$ cat config.mk
export PLATFORM = sky130hd
export DESIGN_NAME = rob_occupancy_monitor_flat
export DESIGN_NICKNAME = d
export VERILOG_FILES = /design/src/rtl/rob_mon_pkg.sv /design/src/rtl/rob_occupancy_monitor_if.sv /design/src/rtl/rob_ckpt_table.sv /design/src/rtl/rob_occupancy_monitor.sv /design/src/flat_wrapper.sv
export SDC_FILE = /design/constraint.sdc
export NUM_CORES = 1
export LEC_CHECK = 0
export ABC_AREA = 1
export BUFFER_PORTS_ARGS = -buffer_cell sky130_fd_sc_hd__buf_2
export CAP_MARGIN = 20
export CORE_ASPECT_RATIO = 0.5
export CORE_MARGIN = 8
export CORE_UTILIZATION = 55
export CTS_CLUSTER_DIAMETER = 60
export DETAILED_ROUTE_END_ITERATION = 10
export GPL_TIMING_DRIVEN = 0
export PLACE_DENSITY = 0.76
export SYNTH_ARGS = -nofsm -noshare
export SYNTH_HDL_FRONTEND = slang
export SYNTH_SLANG_ARGS = --single-unit
export TNS_END_PERCENT = 20
$ cat constraint.sdc
create_clock -name clock -period 2.8 [get_ports clock]
set_input_delay 0.56 -clock clock [delete_from_list [all_inputs] [get_ports clock]]
set_output_delay 0.56 -clock clock [all_outputs]
set_load 0.02 [all_outputs]
$ cat src/rtl/rob_mon_pkg.sv
// Shared types for the ROB occupancy monitor: error codes, FSM states,
// checkpoint slot layout and the expected-free-spots helper.
package rob_mon_pkg;

    // Slot fields are sized for the largest supported ROB and stamp width.
    localparam int CKPT_TAIL_W = 16;
    localparam int CKPT_SEQ_W  = 32;

    typedef enum logic [3:0] {
        ERR_NONE            = 4'd0,
        ERR_SPOTS           = 4'd1,
        ERR_OVERFLOW        = 4'd2,
        ERR_UNDERFLOW       = 4'd3,
        ERR_TAIL            = 4'd4,
        ERR_RESTORE         = 4'd5,
        ERR_CKPT            = 4'd6,
        ERR_DISP_IN_RESTORE = 4'd7
    } err_code_e;

    typedef enum logic [1:0] {
        ST_WAIT    = 2'd0,
        ST_RUN     = 2'd1,
        ST_RECOVER = 2'd2,
        ST_ERROR   = 2'd3
    } state_e;

    typedef struct packed {
        logic                   valid;
        logic [CKPT_TAIL_W-1:0] tail;
        logic [CKPT_SEQ_W-1:0]  seq;
    } CKPT_ENTRY;

    function automatic int unsigned spots_expected(input int unsigned count,
                                                   input int unsigned n,
                                                   input int unsigned rob_sz);
        int unsigned free_slots;
        free_slots = (count >= rob_sz) ? 0 : rob_sz - count;
        return (free_slots < n) ? free_slots : n;
    endfunction

endpackage

$ cat src/rtl/rob_occupancy_monitor_if.sv
// Signal bundle between a ROB (master side) and its occupancy monitor (slave side).
interface rob_occupancy_monitor_if #(
    parameter int N        = 4,
    parameter int ROB_SZ   = 32,
    parameter int NUM_CKPT = 4,
    parameter int CNT_W    = 16
);
    localparam int NSB = $clog2(N + 1);
    localparam int RB  = $clog2(ROB_SZ);
    localparam int CB  = $clog2(NUM_CKPT);
    localparam int PB  = (N > 1) ? $clog2(N) : 1;

    // No backpressure: every input is sampled each cycle, and restore_valid,
    // ckpt_take, ckpt_release and err_clear are single-cycle strobes.
    logic [NSB-1:0]   dispatch_num;
    logic [NSB-1:0]   retire_num;
    logic [NSB-1:0]   dut_spots;
    logic [RB-1:0]    dut_tail;
    logic             restore_valid;
    logic [CB-1:0]    restore_id;
    logic [RB-1:0]    restore_tail;
    logic             ckpt_take;
    logic [CB-1:0]    ckpt_id;
    logic [PB-1:0]    ckpt_pos;
    logic             ckpt_release;
    logic [CB-1:0]    release_id;
    logic             err_clear;
    logic             err_valid;
    logic [3:0]       err_code;
    logic [CNT_W-1:0] err_cycle;
    logic [CNT_W-1:0] err_count;
    logic [RB-1:0]    model_tail;
    logic [RB:0]      model_count;
    logic [1:0]       state;

    modport master (
        output dispatch_num, retire_num, dut_spots, dut_tail,
               restore_valid, restore_id, restore_tail,
               ckpt_take, ckpt_id, ckpt_pos, ckpt_release, release_id, err_clear,
        input  err_valid, err_code, err_cycle, err_count,
               model_tail, model_count, state
    );

    modport slave (
        input  dispatch_num, retire_num, dut_spots, dut_tail,
               restore_valid, restore_id, restore_tail,
               ckpt_take, ckpt_id, ckpt_pos, ckpt_release, release_id, err_clear,
        output err_valid, err_code, err_cycle, err_count,
               model_tail, model_count, state
    );

endinterface

$ cat src/rtl/rob_ckpt_table.sv
// Branch checkpoint slots: take / release / restore-invalidate, plus the
// restore and checkpoint legality checks against the stored slots.
module rob_ckpt_table
    import rob_mon_pkg::*;
#(
    parameter int N        = 4,
    parameter int ROB_SZ   = 32,
    parameter int NUM_CKPT = 4,
    parameter int CNT_W    = 16
) (
    input  logic                         clock,
    input  logic                         reset,
    input  logic                         enable,
    input  logic                         take,
    input  logic [$clog2(NUM_CKPT)-1:0]  take_id,
    input  logic [((N > 1) ? $clog2(N) : 1)-1:0] take_pos,
    input  logic [$clog2(ROB_SZ)-1:0]    tail,
    input  logic                         rel_valid,
    input  logic [$clog2(NUM_CKPT)-1:0]  rel_id,
    input  logic                         restore_valid,
    input  logic [$clog2(NUM_CKPT)-1:0]  restore_id,
    input  logic [$clog2(ROB_SZ)-1:0]    restore_tail,
    output logic                         restore_err,
    output logic                         ckpt_err
);
    localparam int RB = $clog2(ROB_SZ);
    localparam int CB = $clog2(NUM_CKPT);

    CKPT_ENTRY             slots [NUM_CKPT];
    CKPT_ENTRY             rsv;
    logic [CNT_W-1:0]      seq_cnt;
    logic [NUM_CKPT-1:0]   younger;
    logic [RB-1:0]         take_tail;
    logic                  take_eff;

    assign rsv       = slots[restore_id];
    assign take_eff  = take && !restore_valid;
    assign take_tail = tail + RB'(take_pos) + RB'(1);

    assign restore_err = restore_valid &&
                         (!rsv.valid || rsv.tail != CKPT_TAIL_W'(restore_tail));

    assign ckpt_err = (take_eff && slots[take_id].valid &&
                       !(rel_valid && rel_id == take_id)) ||
                      (rel_valid && !slots[rel_id].valid);

    // A slot is younger than (or equal to) the restored one when the wrapped
    // sequence distance is non-negative.
    always_comb begin
        logic [CNT_W-1:0] age_diff;
        age_diff = '0;
        younger  = '0;
        for (int i = 0; i < NUM_CKPT; i++) begin
            age_diff   = CNT_W'(slots[i].seq - rsv.seq);
            younger[i] = ~age_diff[CNT_W-1];
        end
    end

    always_ff @(posedge clock or negedge reset) begin
        if (!reset) begin
            for (int i = 0; i < NUM_CKPT; i++) slots[i] <= '0;
            seq_cnt <= '0;
        end else if (enable) begin
            for (int i = 0; i < NUM_CKPT; i++) begin
                if (rel_valid && rel_id == CB'(i)) slots[i].valid <= 1'b0;
                if (restore_valid && younger[i]) slots[i].valid <= 1'b0;
            end
            if (take_eff) begin
                slots[take_id] <= '{valid: 1'b1,
                                    tail:  CKPT_TAIL_W'(take_tail),
                                    seq:   CKPT_SEQ_W'(seq_cnt)};
                seq_cnt <= seq_cnt + 1'b1;
            end
        end
    end

endmodule

$ cat src/rtl/rob_occupancy_monitor.sv
// Shadow model of ROB head/tail/occupancy that checks the ROB every cycle and
// latches the first discrepancy with its code and cycle stamp.
module rob_occupancy_monitor
    import rob_mon_pkg::*;
#(
    parameter int N           = 4,
    parameter int ROB_SZ      = 32,
    parameter int NUM_CKPT    = 4,
    parameter int CNT_W       = 16,
    parameter int HALT_ON_ERR = 1
) (
    input  logic                    clock,
    input  logic                    reset,
    rob_occupancy_monitor_if.slave  mon
);
    localparam int NSB = $clog2(N + 1);
    localparam int RB  = $clog2(ROB_SZ);

    logic [RB-1:0]    head, tail, head_next, tail_next;
    logic [RB:0]      count, count_next;
    logic [CNT_W-1:0] cycle_cnt, err_cycle_q, err_count_q;
    logic             err_valid_q;
    err_code_e        err_code_q, new_code;
    state_e           st;

    logic             chk_all, chk_spots, upd, any_err;
    logic             restore_err, ckpt_err;
    logic [7:1]       err_vec;
    logic [NSB-1:0]   spots_exp;
    logic [NSB:0]     avail;
    logic [RB+1:0]    cnt_add, cnt_ret;

    assign chk_all   = (st != ST_WAIT);
    assign chk_spots = chk_all && (st != ST_RECOVER);
    assign upd       = !(st == ST_ERROR && HALT_ON_ERR != 0);

    assign spots_exp = NSB'(spots_expected(32'(count), N, ROB_SZ));
    assign avail     = {1'b0, mon.dut_spots} + {1'b0, mon.retire_num};

    assign err_vec[1] = chk_spots && (mon.dut_spots != spots_exp);
    assign err_vec[2] = chk_all && ({1'b0, mon.dispatch_num} > avail);
    assign err_vec[3] = chk_all && ((RB+1)'(mon.retire_num) > count);
    assign err_vec[4] = chk_all && (mon.dut_tail != tail);
    assign err_vec[5] = chk_all && restore_err;
    assign err_vec[6] = chk_all && ckpt_err;
    assign err_vec[7] = chk_all && mon.restore_valid && (mon.dispatch_num != '0);
    assign any_err    = |err_vec;

    // Lowest-numbered code wins when several checks fire together.
    always_comb begin
        new_code = ERR_NONE;
        for (int i = 7; i >= 1; i--) begin
            if (err_vec[i]) new_code = err_code_e'(4'(i));
        end
    end

    // Retire first, then either a restore or a dispatch.
    always_comb begin
        head_next = head + RB'(mon.retire_num);
        cnt_add   = (RB+2)'(count) + (RB+2)'(mon.dispatch_num);
        cnt_ret   = (RB+2)'(mon.retire_num);
        if (mon.restore_valid) begin
            tail_next  = mon.restore_tail;
            count_next = {1'b0, mon.restore_tail - head_next};
        end else begin
            tail_next = tail + RB'(mon.dispatch_num);
            if (cnt_add < cnt_ret)
                count_next = '0;
            else if (cnt_add - cnt_ret > (RB+2)'(ROB_SZ))
                count_next = (RB+1)'(ROB_SZ);
            else
                count_next = (RB+1)'(cnt_add - cnt_ret);
        end
    end

    rob_ckpt_table #(
        .N        (N),
        .ROB_SZ   (ROB_SZ),
        .NUM_CKPT (NUM_CKPT),
        .CNT_W    (CNT_W)
    ) u_ckpt (
        .clock         (clock),
        .reset         (reset),
        .enable        (upd),
        .take          (mon.ckpt_take),
        .take_id       (mon.ckpt_id),
        .take_pos      (mon.ckpt_pos),
        .tail          (tail),
        .rel_valid     (mon.ckpt_release),
        .rel_id        (mon.release_id),
        .restore_valid (mon.restore_valid),
        .restore_id    (mon.restore_id),
        .restore_tail  (mon.restore_tail),
        .restore_err   (restore_err),
        .ckpt_err      (ckpt_err)
    );

    always_ff @(posedge clock or negedge reset) begin
        if (!reset) begin
            head        <= '0;
            tail        <= '0;
            count       <= '0;
            cycle_cnt   <= '0;
            err_valid_q <= 1'b0;
            err_code_q  <= ERR_NONE;
            err_cycle_q <= '0;
            err_count_q <= '0;
            st          <= ST_WAIT;
        end else begin
            cycle_cnt <= cycle_cnt + 1'b1;
            if (any_err && err_count_q != '1) err_count_q <= err_count_q + 1'b1;
            if (mon.err_clear) begin
                err_valid_q <= 1'b0;
                err_code_q  <= ERR_NONE;
            end
            if (any_err && (!err_valid_q || mon.err_clear)) begin
                err_valid_q <= 1'b1;
                err_code_q  <= new_code;
                err_cycle_q <= cycle_cnt;
            end
            if (upd) begin
                head  <= head_next;
                tail  <= tail_next;
                count <= count_next;
            end
            case (st)
                ST_WAIT: st <= ST_RUN;
                ST_RUN, ST_RECOVER: begin
                    if (any_err && HALT_ON_ERR != 0) st <= ST_ERROR;
                    else if (mon.restore_valid)      st <= ST_RECOVER;
                    else                             st <= ST_RUN;
                end
                ST_ERROR: if (mon.err_clear && !any_err) st <= ST_RUN;
                default: st <= ST_WAIT;
            endcase
        end
    end

    assign mon.err_valid   = err_valid_q;
    assign mon.err_code    = err_code_q;
    assign mon.err_cycle   = err_cycle_q;
    assign mon.err_count   = err_count_q;
    assign mon.model_tail  = tail;
    assign mon.model_count = count;
    assign mon.state       = st;

endmodule

$ cat src/flat_wrapper.sv
// flat-port wrapper written by rule: the top's interface ports become plain ports
module rob_occupancy_monitor_flat import rob_mon_pkg::*;
#(
    parameter int N           = 4,
    parameter int ROB_SZ      = 32,
    parameter int NUM_CKPT    = 4,
    parameter int CNT_W       = 16,
    parameter int HALT_ON_ERR = 1
)
  (clock, reset, mon_dispatch_num, mon_retire_num, mon_dut_spots, mon_dut_tail, mon_restore_valid, mon_restore_id, mon_restore_tail, mon_ckpt_take, mon_ckpt_id, mon_ckpt_pos, mon_ckpt_release, mon_release_id, mon_err_clear, mon_err_valid, mon_err_code, mon_err_cycle, mon_err_count, mon_model_tail, mon_model_count, mon_state);
  rob_occupancy_monitor_if #(.N(N), .ROB_SZ(ROB_SZ), .NUM_CKPT(NUM_CKPT), .CNT_W(CNT_W)) mon_i ();
  input  logic clock;
  input  logic reset;
  input wire logic [$bits(mon_i.dispatch_num)-1:0] mon_dispatch_num;
  input wire logic [$bits(mon_i.retire_num)-1:0] mon_retire_num;
  input wire logic [$bits(mon_i.dut_spots)-1:0] mon_dut_spots;
  input wire logic [$bits(mon_i.dut_tail)-1:0] mon_dut_tail;
  input wire logic [$bits(mon_i.restore_valid)-1:0] mon_restore_valid;
  input wire logic [$bits(mon_i.restore_id)-1:0] mon_restore_id;
  input wire logic [$bits(mon_i.restore_tail)-1:0] mon_restore_tail;
  input wire logic [$bits(mon_i.ckpt_take)-1:0] mon_ckpt_take;
  input wire logic [$bits(mon_i.ckpt_id)-1:0] mon_ckpt_id;
  input wire logic [$bits(mon_i.ckpt_pos)-1:0] mon_ckpt_pos;
  input wire logic [$bits(mon_i.ckpt_release)-1:0] mon_ckpt_release;
  input wire logic [$bits(mon_i.release_id)-1:0] mon_release_id;
  input wire logic [$bits(mon_i.err_clear)-1:0] mon_err_clear;
  output wire logic [$bits(mon_i.err_valid)-1:0] mon_err_valid;
  output wire logic [$bits(mon_i.err_code)-1:0] mon_err_code;
  output wire logic [$bits(mon_i.err_cycle)-1:0] mon_err_cycle;
  output wire logic [$bits(mon_i.err_count)-1:0] mon_err_count;
  output wire logic [$bits(mon_i.model_tail)-1:0] mon_model_tail;
  output wire logic [$bits(mon_i.model_count)-1:0] mon_model_count;
  output wire logic [$bits(mon_i.state)-1:0] mon_state;
  assign mon_i.dispatch_num = mon_dispatch_num;
  assign mon_i.retire_num = mon_retire_num;
  assign mon_i.dut_spots = mon_dut_spots;
  assign mon_i.dut_tail = mon_dut_tail;
  assign mon_i.restore_valid = mon_restore_valid;
  assign mon_i.restore_id = mon_restore_id;
  assign mon_i.restore_tail = mon_restore_tail;
  assign mon_i.ckpt_take = mon_ckpt_take;
  assign mon_i.ckpt_id = mon_ckpt_id;
  assign mon_i.ckpt_pos = mon_ckpt_pos;
  assign mon_i.ckpt_release = mon_ckpt_release;
  assign mon_i.release_id = mon_release_id;
  assign mon_i.err_clear = mon_err_clear;
  assign mon_err_valid = mon_i.err_valid;
  assign mon_err_code = mon_i.err_code;
  assign mon_err_cycle = mon_i.err_cycle;
  assign mon_err_count = mon_i.err_count;
  assign mon_model_tail = mon_i.model_tail;
  assign mon_model_count = mon_i.model_count;
  assign mon_state = mon_i.state;
  rob_occupancy_monitor #(.N(N), .ROB_SZ(ROB_SZ), .NUM_CKPT(NUM_CKPT), .CNT_W(CNT_W), .HALT_ON_ERR(HALT_ON_ERR)) u_core (.clock(clock), .reset(reset), .mon(mon_i));
endmodule
* After elaboration in Yosys (flattened, before gate mapping)
Cells that the tools add are included.
Widths: inputs -> output; s select.
** Word-level totals
- Register bits :: 283
- Bits of input ports :: 33
- Logic and storage cells :: 159
- Memories :: 0
- Memory bits (read-only) :: 0
- Latch bits :: 0
- Output and inout port bits :: 50
- RAM bits :: 0
** Operators by class
- Muxes and demuxes :: 46
- Reductions and logical operators :: 44
- Eq/ne operators :: 13
- $mul :: 0
- Shift-type cells :: 0
- Bitwise operators :: 8
- $add $sub $neg :: 16
- Divide/modulo/power cells :: 0
- Magnitude comparators :: 10
** Operators with widths (count)
- $mux 49 :: 7
- $bmux 49 s2 :: 3
- $bwmux 196 :: 1
- $mux 196 :: 1
- $demux 49 s2 :: 1
- $sub 16x16->16 :: 4
- $add 16x1->16 const B :: 3
- $lt 32x3->1 const B :: 1
- $mux 32 :: 1
- $logic_and 1x1->1 :: 27
- $mux 3 :: 8
- $mux 6 :: 3
- $ne 16x16->1 const B :: 1
- $ne 16x5->1 :: 1
- $mux 1 :: 14
- $add 5x3->5 :: 2
- $ge 3x3->1 const B :: 3
- $not 2->3 :: 3
- $eq 2x2->1 const B :: 4
- $mux 4 :: 2
- $add 6x3->7 :: 1
- $gt 7x6->1 const B :: 1
- $lt 7x3->1 :: 1
- $reduce_or 7->1 :: 1
- other kinds (26) :: 43

* Longest topological paths before layout
Gate-level depths: netlist of run 1.
- Word-level depth :: 15
- Gate-level depth with buffers :: 20
- Gate-level depth less buffers :: 19

* By module
From an unflattened synthesis of run 1, not the netlist that was laid out.
** Unflattened totals
- Cells, all modules :: 1536
- Area total of the unflattened synthesis :: 12490.7 µm²
** Modules (own cells, without submodules)
- rob_ckpt_table :: times used 1, seq. area each 3703.6 µm², area an instance 7892.6 µm², cells each 962
- rob_occupancy_monitor :: times used 1, seq. area each 1751.7 µm², area an instance 4598.2 µm², cells each 574

* Worst setup path after synthesis of run 1
Ideal clock, no wire load.
- Kind :: input -> register
- Start :: input port mon_restore_id[0]
- End :: register u_core.u_ckpt.slots[195] (netlist name)
- Path buffers :: 4
- Data required time :: 2677 ps
- Stages :: 16
- Arrival time :: 2926 ps
- Setup time :: 123 ps
- Path slack :: -249 ps
- Cells stage by stage :: buf_6 -> inv_4 -> buf_6 -> clkbuf_1 -> clkbuf_1 -> nand2_1 -> a32o_1 -> ha_1 -> a21oi_1 -> nor2_1 -> a2111oi_0 -> nand2_1 -> nand2_1 -> nand2_1 -> o21ai_0 -> nand2_1
** On the way
- Longest elaborated chain between the ends :: 11
** RTL lines
- start: declaration :: line flat_wrapper.sv:19 : input wire logic [$bits(mon_i.restore_id)-1:0] mon_restore_id;
- $not 2->3 (not written as such) (*) :: line rob_ckpt_table.sv:36 : assign rsv = slots[restore_id];
- $bmux 49 s2 (*) :: line rob_ckpt_table.sv:36
- $mux 49 (not written as such) (*) (2 in a row) :: line rob_ckpt_table.sv:36
- $sub 16x16->16 (*) :: line rob_ckpt_table.sv:54 : age_diff = CNT_W'(slots[i].seq - rsv.seq);
- $not 1->1 (*) :: line rob_ckpt_table.sv:55 : younger[i] = ~age_diff[CNT_W-1];
- $logic_and 1x1->1 (*) :: line rob_ckpt_table.sv:66 : if (restore_valid && younger[i]) slots[i].valid <= 1'b0;
- $mux 1 (*) :: line rob_ckpt_table.sv:66
- $mux 1 (*) :: line rob_ckpt_table.sv:63 : end else if (enable) begin
- $bwmux 196 :: line rob_ckpt_table.sv:69 : slots[take_id] <= '{valid: 1'b1,
- $mux 196 (*) :: line rob_ckpt_table.sv:68 : if (take_eff) begin
- end signal: indexed assignment :: line rob_ckpt_table.sv:69
- end: declaration :: line rob_ckpt_table.sv:29 : CKPT_ENTRY slots [NUM_CKPT];
Every way passes the cells marked *; elsewhere a longest branch is shown, timed or not. The select of a mux whose other input is x is not followed.
A chain may end at the register's enable or synchronous reset.

* Worst setup path in the final report of run 1
- Start :: register u_core.count[0] (netlist: u_core.mon.model_count[0])
- End :: register u_core.count[4] (netlist: u_core.mon.model_count[4])
** On the way
- Longest elaborated chain between the ends :: 6
- Elaborated cells between the ends (all ways) :: 7
- Those cells by class :: add/sub: 2; order compare: 2; mux: 3
** RTL lines
- start: declaration :: line rob_occupancy_monitor.sv:20 : logic [RB:0] count, count_next;
- start signal: assignment :: line rob_occupancy_monitor.sv:124 : count <= count_next;
- $add 6x3->7 (*) :: line rob_occupancy_monitor.sv:60 : cnt_add = (RB+2)'(count) + (RB+2)'(mon.dispatch_num);
- $sub 7x3->7 :: line rob_occupancy_monitor.sv:69 : else if (cnt_add - cnt_ret > (RB+2)'(ROB_SZ))
- $gt 7x6->1 :: line rob_occupancy_monitor.sv:69
- $mux 6 :: line rob_occupancy_monitor.sv:69
- $mux 6 (*) :: line rob_occupancy_monitor.sv:67 : if (cnt_add < cnt_ret)
- $mux 6 (*) :: line rob_occupancy_monitor.sv:62 : if (mon.restore_valid) begin
Every way passes the cells marked *; elsewhere a longest branch is shown, timed or not.

==> reports/metrics.cfg, run 1 <==
[yosys]
async_flop_share_pct=100.0
synth_nets=1640
syn_area_um2=12350
avgSynthCellArea_um2=8.177
synth_cell_type_count=52
synth_warnings=0
synth_top_area_share_pct=44.18
yosysMostFrequentCell=nand2_1
synthTopCellsByCount=374 x nand2_1, 218 x dfrtp_1, 178 x inv_1
ys_top_cells_by_area=dfrtp_1 44%, nand2_1 11%, ha_1 9.1%, inv_1 5.4%, o21ai_0 5.4%
yosysSeqAreaShare_pct=44.18
synthCells=1510
synth_edf_count=0
synth-seq-cells=218
ys.flop_type=dfrtp_1
yosysTopAreaCell=dfrtp_1

[route]
wire_per_inst_um=17.57
vias=10797
drtIter0Drc=911
wl_mm=33.88
ant_nets=0
drc=0
dr.pass1.iters=6
via_per_inst=5.600

[layout]
areaGrowthSynthToFinish_pct=14.12
fillers=1882
fin_nets=1744
drive_above_1_share_pct=11.61
antennaDiodeCount=0
design_area_um2=14090
fin_cells=1928
final_util_pct=64.42

[min_path]
hold_path.class=input port to async pin

[cts]
cts_tree=done
cts_root_buf=clkbuf_16
hold_buffers=0
cts_made_buffers=21
clkLatencyLatePin_ns=0.51
clock-sinks=218
clockBufferDepth=3
htree_levels=1
clkSlewWorstSetupHoldPaths_ns=0.07

[pwr]
total_power_mw=14.36
clkPwrFrac_pct=22.1
cell_internal_pwr_mw=8.334
netSwitchingPower_mw=6.030
sw_frac_of_total_pct=41.98
p_comb_share_pct=43.0
p_leak_nw=7.185
p_seq_share_pct=35.0
p_per_area_nw_per_um2=1020
ir_drop_v=0.0006216

[timing]
finalHoldViolCount=0
finalSetupViolations=0
period_needed_ns=2.772
fin_skew_ns=0.009251
fin_ws_ns=0.02833
rsz0062_at_grt=true
slew-limit-headroom_pct=42.09
layout_worst_path_cycle_share_pct=98.99
finalMaxSlewViolations=0
worstMarginPinSlew_ns=0.8687
fmax_mhz=360.8

[floorplanning]
dieArea_um2=27790
io_pins=83
dieHeight_um=121.9
core_um2=21870
core.rowCount=38
die_w_um=227.9
start_util_pct=56.45

[job]
drv_cap=0

[place]
dpl.hpwl_mm=24.78
post_dp_cell_area_um2=13190
io_buffers=79
place_inst=1890
place_ws_ns=-0.7867
place.gp.congestion=0.9450

[critical_path]
slowest_stage=fa_2
cp_max_fo=4
rr_worst_depth=16
critPathKind=flop to flop
arrival_ns=3.20
path_cells=ha_2 > inv_1 > fa_2 > inv_1 > ha_1 > nand2_1 > nor2_1 > a211oi_2 > nand2_1 > o21ai_1 > nand2_2 > inv_1 > nand4_1 > o21ai_1 > nand2_1 > o21ai_0
required_ns=3.23
end_kind=flop
cp_slowest_stage_delay_ns=0.56
cp-start-kind=flop

[grt]
antenna_found_initial=0
grt_max_degree=115
grt_usage_pct=24.16
grt_pass1_vias=10828
grt_pass1_wl_mm=55.46
grt-ovfl-total=0

[run_status]
outcome=completed

-- through the flow --
stage | TNS, ns | hold WS [ns]
after floorplan | 0 | 0.2644
after global placement | -555.21 | 0.4435
after detailed placement | -22.16 | 0.4572
after CTS | 0 | 0.1808
after global routing | -0.5911 | 0.2330
final | 0 | 0.1527
-- worst max-delay path, delay by kind of cell, from the launching register on --
family          cells  cell delay (ns)
simple gates        6             0.47
compound gates      4             0.62
buf+inv             3             0.17
flops               1             0.41
fa+ha+maj           3             1.01
-- placed cells by master, fill, tap and decap left out, types with 3 or more instances in the layout --
cell type,netlist,layout
o21ai_1,8,14
a31oi_1,3,3
nor3_1,22,20
buf_6,6,6
a211oi_1,5,4
nand4_1,17,17
a32o_1,14,13
dfrtp_1,218,217
nand3_1,83,83
nor3_2,1,3
ha_1,90,87
clkbuf_8,0,3
fa_1,7,6
bufinv_16,0,5
buf_2,3,79
nor2_2,6,7
clkbuf_1,31,25
buf_8,0,3
clkbuf_16,0,21
inv_1,178,176
nand3b_1,5,5
nand2_2,4,6
xnor2_1,13,12
o211ai_1,3,3
nor2_4,1,4
xor2_1,51,51
o21ai_2,6,6
a21oi_1,74,74
clkinv_2,0,8
o21ai_0,133,127
inv_2,2,3
buf_4,3,11
nor2_1,118,114
nand2_1,374,371
o311ai_0,3,3
-- final cells by class --
cell class	instances	area [µm²]	share of cell area, %
Clock buffer	23	553.0	3.925
Multi-Input combinational cell	1062	6067	43.06
Tap cell	300	375.4	2.664
Timing Repair Buffer	84	462.9	3.286
Buffer	44	277.8	1.971
Clock inverter	14	201.4	1.430
Inverter	183	695.7	4.937
Sequential cell	218	5456	38.73
-- routing by layer --
| metal | GRT usage, % | vias up | wire, µm |
|---|---|---|---|
| li1 | - | 5135 | - |
| met1 | 32.55 | 5196 | 15100 |
| met2 | 40.55 | 398 | 15610 |
| met3 | 4.108 | 68 | 2382 |
| met4 | 6.462 | 0 | 781 |
| met5 | 0 | - | 0 |
-- final timing paths --
kind | end | from | slack (ns)
max | u_core.mon.model_count[4]$_DFFE_PN0N_ | u_core.mon.model_count[0]$_DFFE_PN0N_ | 0.03
min | u_core.u_ckpt.slots[41]$_DFFE_PN0P_ | reset | 0.15
max reg2reg | u_core.mon.model_count[4]$_DFFE_PN0N_ | u_core.mon.model_count[0]$_DFFE_PN0N_ | 0.03
min reg2reg | u_core.mon.err_cycle[13]$_DFFE_PN0P_ | u_core.mon.err_cycle[13]$_DFFE_PN0P_ | 0.47
max in group asynchronous | u_core.u_ckpt.slots[137]$_DFFE_PN0P_ | reset | 1.62
min in group clock | u_core.mon.model_tail[3]$_DFFE_PN0N_ | mon_restore_tail[3] | 0.38
-- power groups by stage --
stage	Clock, mW	Combinational, mW	Sequential, mW
3_3_place_gp	0	5.60	5.00
6_report	3.17	6.17	5.02
3_5_place_dp	0	5.84	5.04
2_1_floorplan	0	4.05	5.06
4_1_cts	3.19	6.02	4.99
5_1_grt	3.30	7.03	5.14
-- cell families after synthesis --
| logic type | share of synthesized area [%] |
|---|---|
| AND/OR/NAND/NOR | 21.50 |
| other | 0.03037 |
| flip-flops | 44.18 |
| AO/OA/AOI/OAI | 11.98 |
| XOR/XNOR | 4.540 |
| buffers and inverters | 7.509 |
| adder cells (fa/ha/maj) | 10.26 |
-- repair_timing --
| action | CTS | global route |
|---|---|---|
| pin swaps | 1 | 4 |
| endpoints found under the hold margin | 0 | 0 |
| gates resized for setup | 16 | 34 |
| setup endpoints to repair | 47 | 64 |
| buffers inserted | 1 | 3 |
(Power assumes the default switching activity.)
==> run 2, diff against run 1 <==
- ABC_AREA: 1 -> default
- CORE_UTILIZATION: 55 -> 37
- PLACE_DENSITY: 0.76 -> default
==> run 2 against run 1 <==
Critical path type is now input port to flop. The flow now finishes with violations (setup timing). Non-clock buffer count rose by 9. Highest routed layer unchanged. Largest power group is now registers. Critical endpoint is now u_core.mon.err_cycle[9]$_DFFE_PN0P_. Sequential power fell by 20%. Clock-buffer cell count rose by 9.
==> reports/metrics.cfg, run 2 <==
[yosys]
async_flop_share_pct=100.0  ; unchanged
syn_area_um2=12170  ; was 12350 µm²
synth_xor_area_share_pct=5.756  ; was 4.540%
synth_mux_area_share_pct=11.50  ; was 0%
yosysTopAreaCell=dfrtp_1  ; unchanged
synthSimpleGateAreaFrac_pct=14.05  ; was 21.50%
ys_top_cells_by_area=dfrtp_1 45%, ha_1 9.3%, mux2_2 5.2%, mux4_2 3.9%, nand2_1 3.8%  ; was dfrtp_1 44%, nand2_1 11%, ha_1 9.1%, inv_1 5.4%, o21ai_0 5.4%
synthTopCellsByCount=218 x dfrtp_1, 122 x nand2_1, 90 x ha_1  ; was 374 x nand2_1, 218 x dfrtp_1, 178 x inv_1
synth-compound-area-share_pct=10.19  ; was 11.98%
synth_top_family_by_area=simple AND/OR/NAND/NOR gates  ; unchanged
synth_cell_type_count=72  ; was 52
ys.flop_type=dfrtp_1  ; unchanged
synthCells=1119  ; was 1510
synth_edf_count=0  ; unchanged
yosysMostFrequentCell=dfrtp_1  ; was nand2_1
synth-seq-cells=218  ; unchanged
synth_top_area_share_pct=44.81  ; was 44.18%
synth_warnings=0  ; unchanged
synth_adder_area_share_pct=10.40  ; was 10.26%
synth_nets=1249  ; was 1640
yosysSeqAreaShare_pct=44.81  ; was 44.18%
avgSynthCellArea_um2=10.88  ; was 8.177 µm²

[grt]
grt_pass1_vias=9255  ; was 10828
grt_pass1_wl_mm=50.19  ; was 55.46 mm
grt_max_degree=128  ; was 115
antenna_found_initial=3  ; was 0
grt-ovfl-total=0  ; unchanged
grt_usage_pct=15.77  ; was 24.16%

[route]
wire_per_inst_um=18.14  ; was 17.57 µm
drtIter0Drc=507  ; was 911
wl_mm=30.71  ; was 33.88 mm
drc=0  ; unchanged
ant_nets=0  ; unchanged
dr.pass1.iters=4  ; was 6
vias=8856  ; was 10797
via_per_inst=5.231  ; was 5.600

[timing]
hold_ws_ns=0.05614  ; was 0.1527 ns
layout_worst_path_cycle_share_pct=105.5  ; was 98.99%
finalSetupViolations=37  ; was 0
period_needed_ns=2.954  ; was 2.772 ns
fin_skew_ns=0.007894  ; was 0.009251 ns
slew-limit-headroom_pct=43.92  ; was 42.09%
fin_setup_tns_ns=-3.989  ; was 0 ns
fmax_mhz=338.5  ; was 360.8 MHz
fin_ws_ns=-0.1541  ; was 0.02833 ns
finalMaxSlewViolations=0  ; unchanged
rsz0062_at_grt=true  ; unchanged
finalHoldViolCount=0  ; unchanged
worstMarginPinSlew_ns=0.8412  ; was 0.8687 ns

[job]
drv_cap=0  ; unchanged

[layout]
register_area_um2=5456  ; unchanged
final_util_pct=44.51  ; was 64.42%
fin_nets=1366  ; was 1744
areaGrowthSynthToFinish_pct=19.78  ; was 14.12%
multi_input_area_um2=6685  ; was 6067 µm²
final_common_cell=dfrtp_1  ; was nand2_1
drive_above_1_share_pct=24.04  ; was 11.61%
fillers=3021  ; was 1882
layout_common_cells=217 x dfrtp_1, 122 x nand2_1, 79 x ha_1, 77 x buf_2, 55 x mux2_2  ; was 371 x nand2_1, 217 x dfrtp_1, 176 x inv_1, 127 x o21ai_0, 114 x nor2_1

[critical_path]
path_common_cell=buf_12
arrival_ns=3.35  ; was 3.20 ns
worstReg2RegStart=u_core.mon.model_count[0]$_DFFE_PN0N_  ; unchanged
rr_worst_depth=10  ; was 16
cp_slowest_stage_delay_ns=0.54  ; was 0.56 ns
slowest_stage=fa_2  ; unchanged
path_cells=buf_12 > ha_4 > fa_2 > inv_2 > ha_4 > a311o_1 > a221oi_4 > or3_4 > o31ai_4 > buf_12 > a21boi_4 > buf_12 > mux2_4  ; was ha_2 > inv_1 > fa_2 > inv_1 > ha_1 > nand2_1 > nor2_1 > a211oi_2 > nand2_1 > o21ai_1 > nand2_2 > inv_1 > nand4_1 > o21ai_1 > nand2_1 > o21ai_0
required_ns=3.19  ; was 3.23 ns
cp-start-kind=input port  ; was flop
end_kind=flop  ; unchanged
crit-reg2reg-capture=u_core.mon.err_count[10]$_DFFE_PN0P_  ; was u_core.mon.model_count[4]$_DFFE_PN0N_
reg2reg_setup_slack_ns=-0.14  ; was 0.03 ns
cp_max_fo=10  ; was 4
critPathKind=input port to flop  ; was flop to flop

[cts]
clkSlewWorstSetupHoldPaths_ns=0.06  ; was 0.07 ns
htree_levels=1  ; unchanged
clkLatencyLatePin_ns=0.51  ; about the same
cts_tree=done  ; unchanged
cts_root_buf=clkbuf_16  ; unchanged
cts_made_buffers=23  ; was 21
clock-sinks=218  ; unchanged
clockBufferDepth=3  ; unchanged

[floorplanning]
dieArea_um2=39310  ; was 27790 µm²
dieHeight_um=144.3  ; was 121.9 µm
core_um2=32760  ; was 21870 µm²
die_w_um=272.5  ; was 227.9 µm
core.rowCount=47  ; was 38
io_pins=83  ; unchanged
start_util_pct=37.16  ; was 56.45%

[pwr]
p_leak_nw=6.958  ; was 7.185 nW
ir_drop_v=0.0004020  ; was 0.0006216 V
total_power_mw=11.00  ; was 14.36 mW
p_per_area_nw_per_um2=754.2  ; was 1020 nW/µm²

[run_status]
outcome=finished, violations left  ; was completed
violations=setup timing

[min_path]
hold_path.class=input port to async pin  ; unchanged

[place]
place.gp.congestion=0.8998  ; was 0.9450
dpl.hpwl_mm=22.12  ; was 24.78 mm
io_buffers=76  ; was 79

run 2: cell count changes in the layout (fill, tap and decap cells not counted), moves of 35 or more:
cell and delta:
inv_1 -131, o21ai_0 -91, nor2_1 -74, nand3_1 -52, mux2_2 +55, nand2_1 -249
and2_1 +35
run 2: worst max-delay path by stage:
stage,startpoint,endpoint,cells past startpoint
after CTS,u_core.mon.model_count[0]$_DFFE_PN0N_,u_core.mon.err_count[10]$_DFFE_PN0P_,11
after global placement,reset,u_core.mon.err_count[11]$_DFFE_PN0P_,1
after global routing,mon_retire_num[0],u_core.mon.err_cycle[9]$_DFFE_PN0P_,13
after detailed placement,mon_retire_num[0],u_core.mon.err_cycle[13]$_DFFE_PN0P_,12
after floorplan,mon_dut_spots[0],u_core.mon.err_code[0]$_DFFE_PN0P_,11
final,mon_retire_num[0],u_core.mon.err_cycle[9]$_DFFE_PN0P_,13
run 2: metal layers:
layer | global-route usage, % | up-vias | routed length (µm)
li1 | - | 4208 | -
met1 | 20.89 | 4432 | 14160
met2 | 25.49 | 157 | 14450
met3 | 3.186 | 59 | 1159
met4 | 5.917 | 0 | 948
met5 | 0 | - | 0
run 2: cell type report:
| class | instances | area share [%] |
|---|---|---|
| multi-input cells | 804 | 45.85 |
| flip-flops and latches | 218 | 37.42 |
| clock buffers | 32 | 4.522 |
| repair buffers | 93 | 4.256 |
| well taps | 441 | 3.784 |
| plain buffers | 44 | 2.017 |
| inverters | 52 | 1.390 |
| clock inverters | 5 | 0.6865 |
| diodes | 4 | 0.06865 |
run 2: critical path, delay by kind of cell:
kind | cells | cell delay, ns
adder cells (fa/ha/maj) | 3 | 0.89
AND/OR/NAND/NOR | 1 | 0.19
AO/OA/AOI/OAI | 4 | 0.90
multiplexers | 1 | 0.30
buffers and inverters | 4 | 0.48
run 2: per-stage QoR:
stage          worst slack (ns)  area [µm²]  cells
3_5_place_dp             -1.056       13330   1637
6_report                -0.1541       14580   1693
4_1_cts                 -0.1634       14470   1688
2_1_floorplan           -0.4468       12360   1119
3_3_place_gp             -2.395       13300   1636
5_1_grt                 -0.2345       14580   1692
run 2: cell families after synthesis:
kind of cell             count (synthesis)
adder cells (fa/ha/maj)                 97
flip-flops                             218
multiplexers                           101
other                                    1
buffers and inverters                   97
AO/OA/AOI/OAI                          186
XOR/XNOR                                80
AND/OR/NAND/NOR                        339
run 2: where the power goes:
part / total [mW] / switching (mW) / internal (mW)
sequential: 4.00 / 0.438 / 3.56
clock: 3.13 / 1.23 / 1.90
combinational: 3.87 / 2.19 / 1.68
total: 11.0 / 3.85 / 7.14
run 2: what timing repair did:
| action | in CTS | in global routing |
|---|---|---|
| gates resized for setup | 55 | 30 |
| cloned | 1 | 0 |
| endpoints found under the hold margin | 0 | 0 |
| setup endpoints to repair | 167 | 64 |
| hold buffers | 0 | 0 |
| buffers inserted | 13 | 2 |
| pin swaps | 12 | 18 |
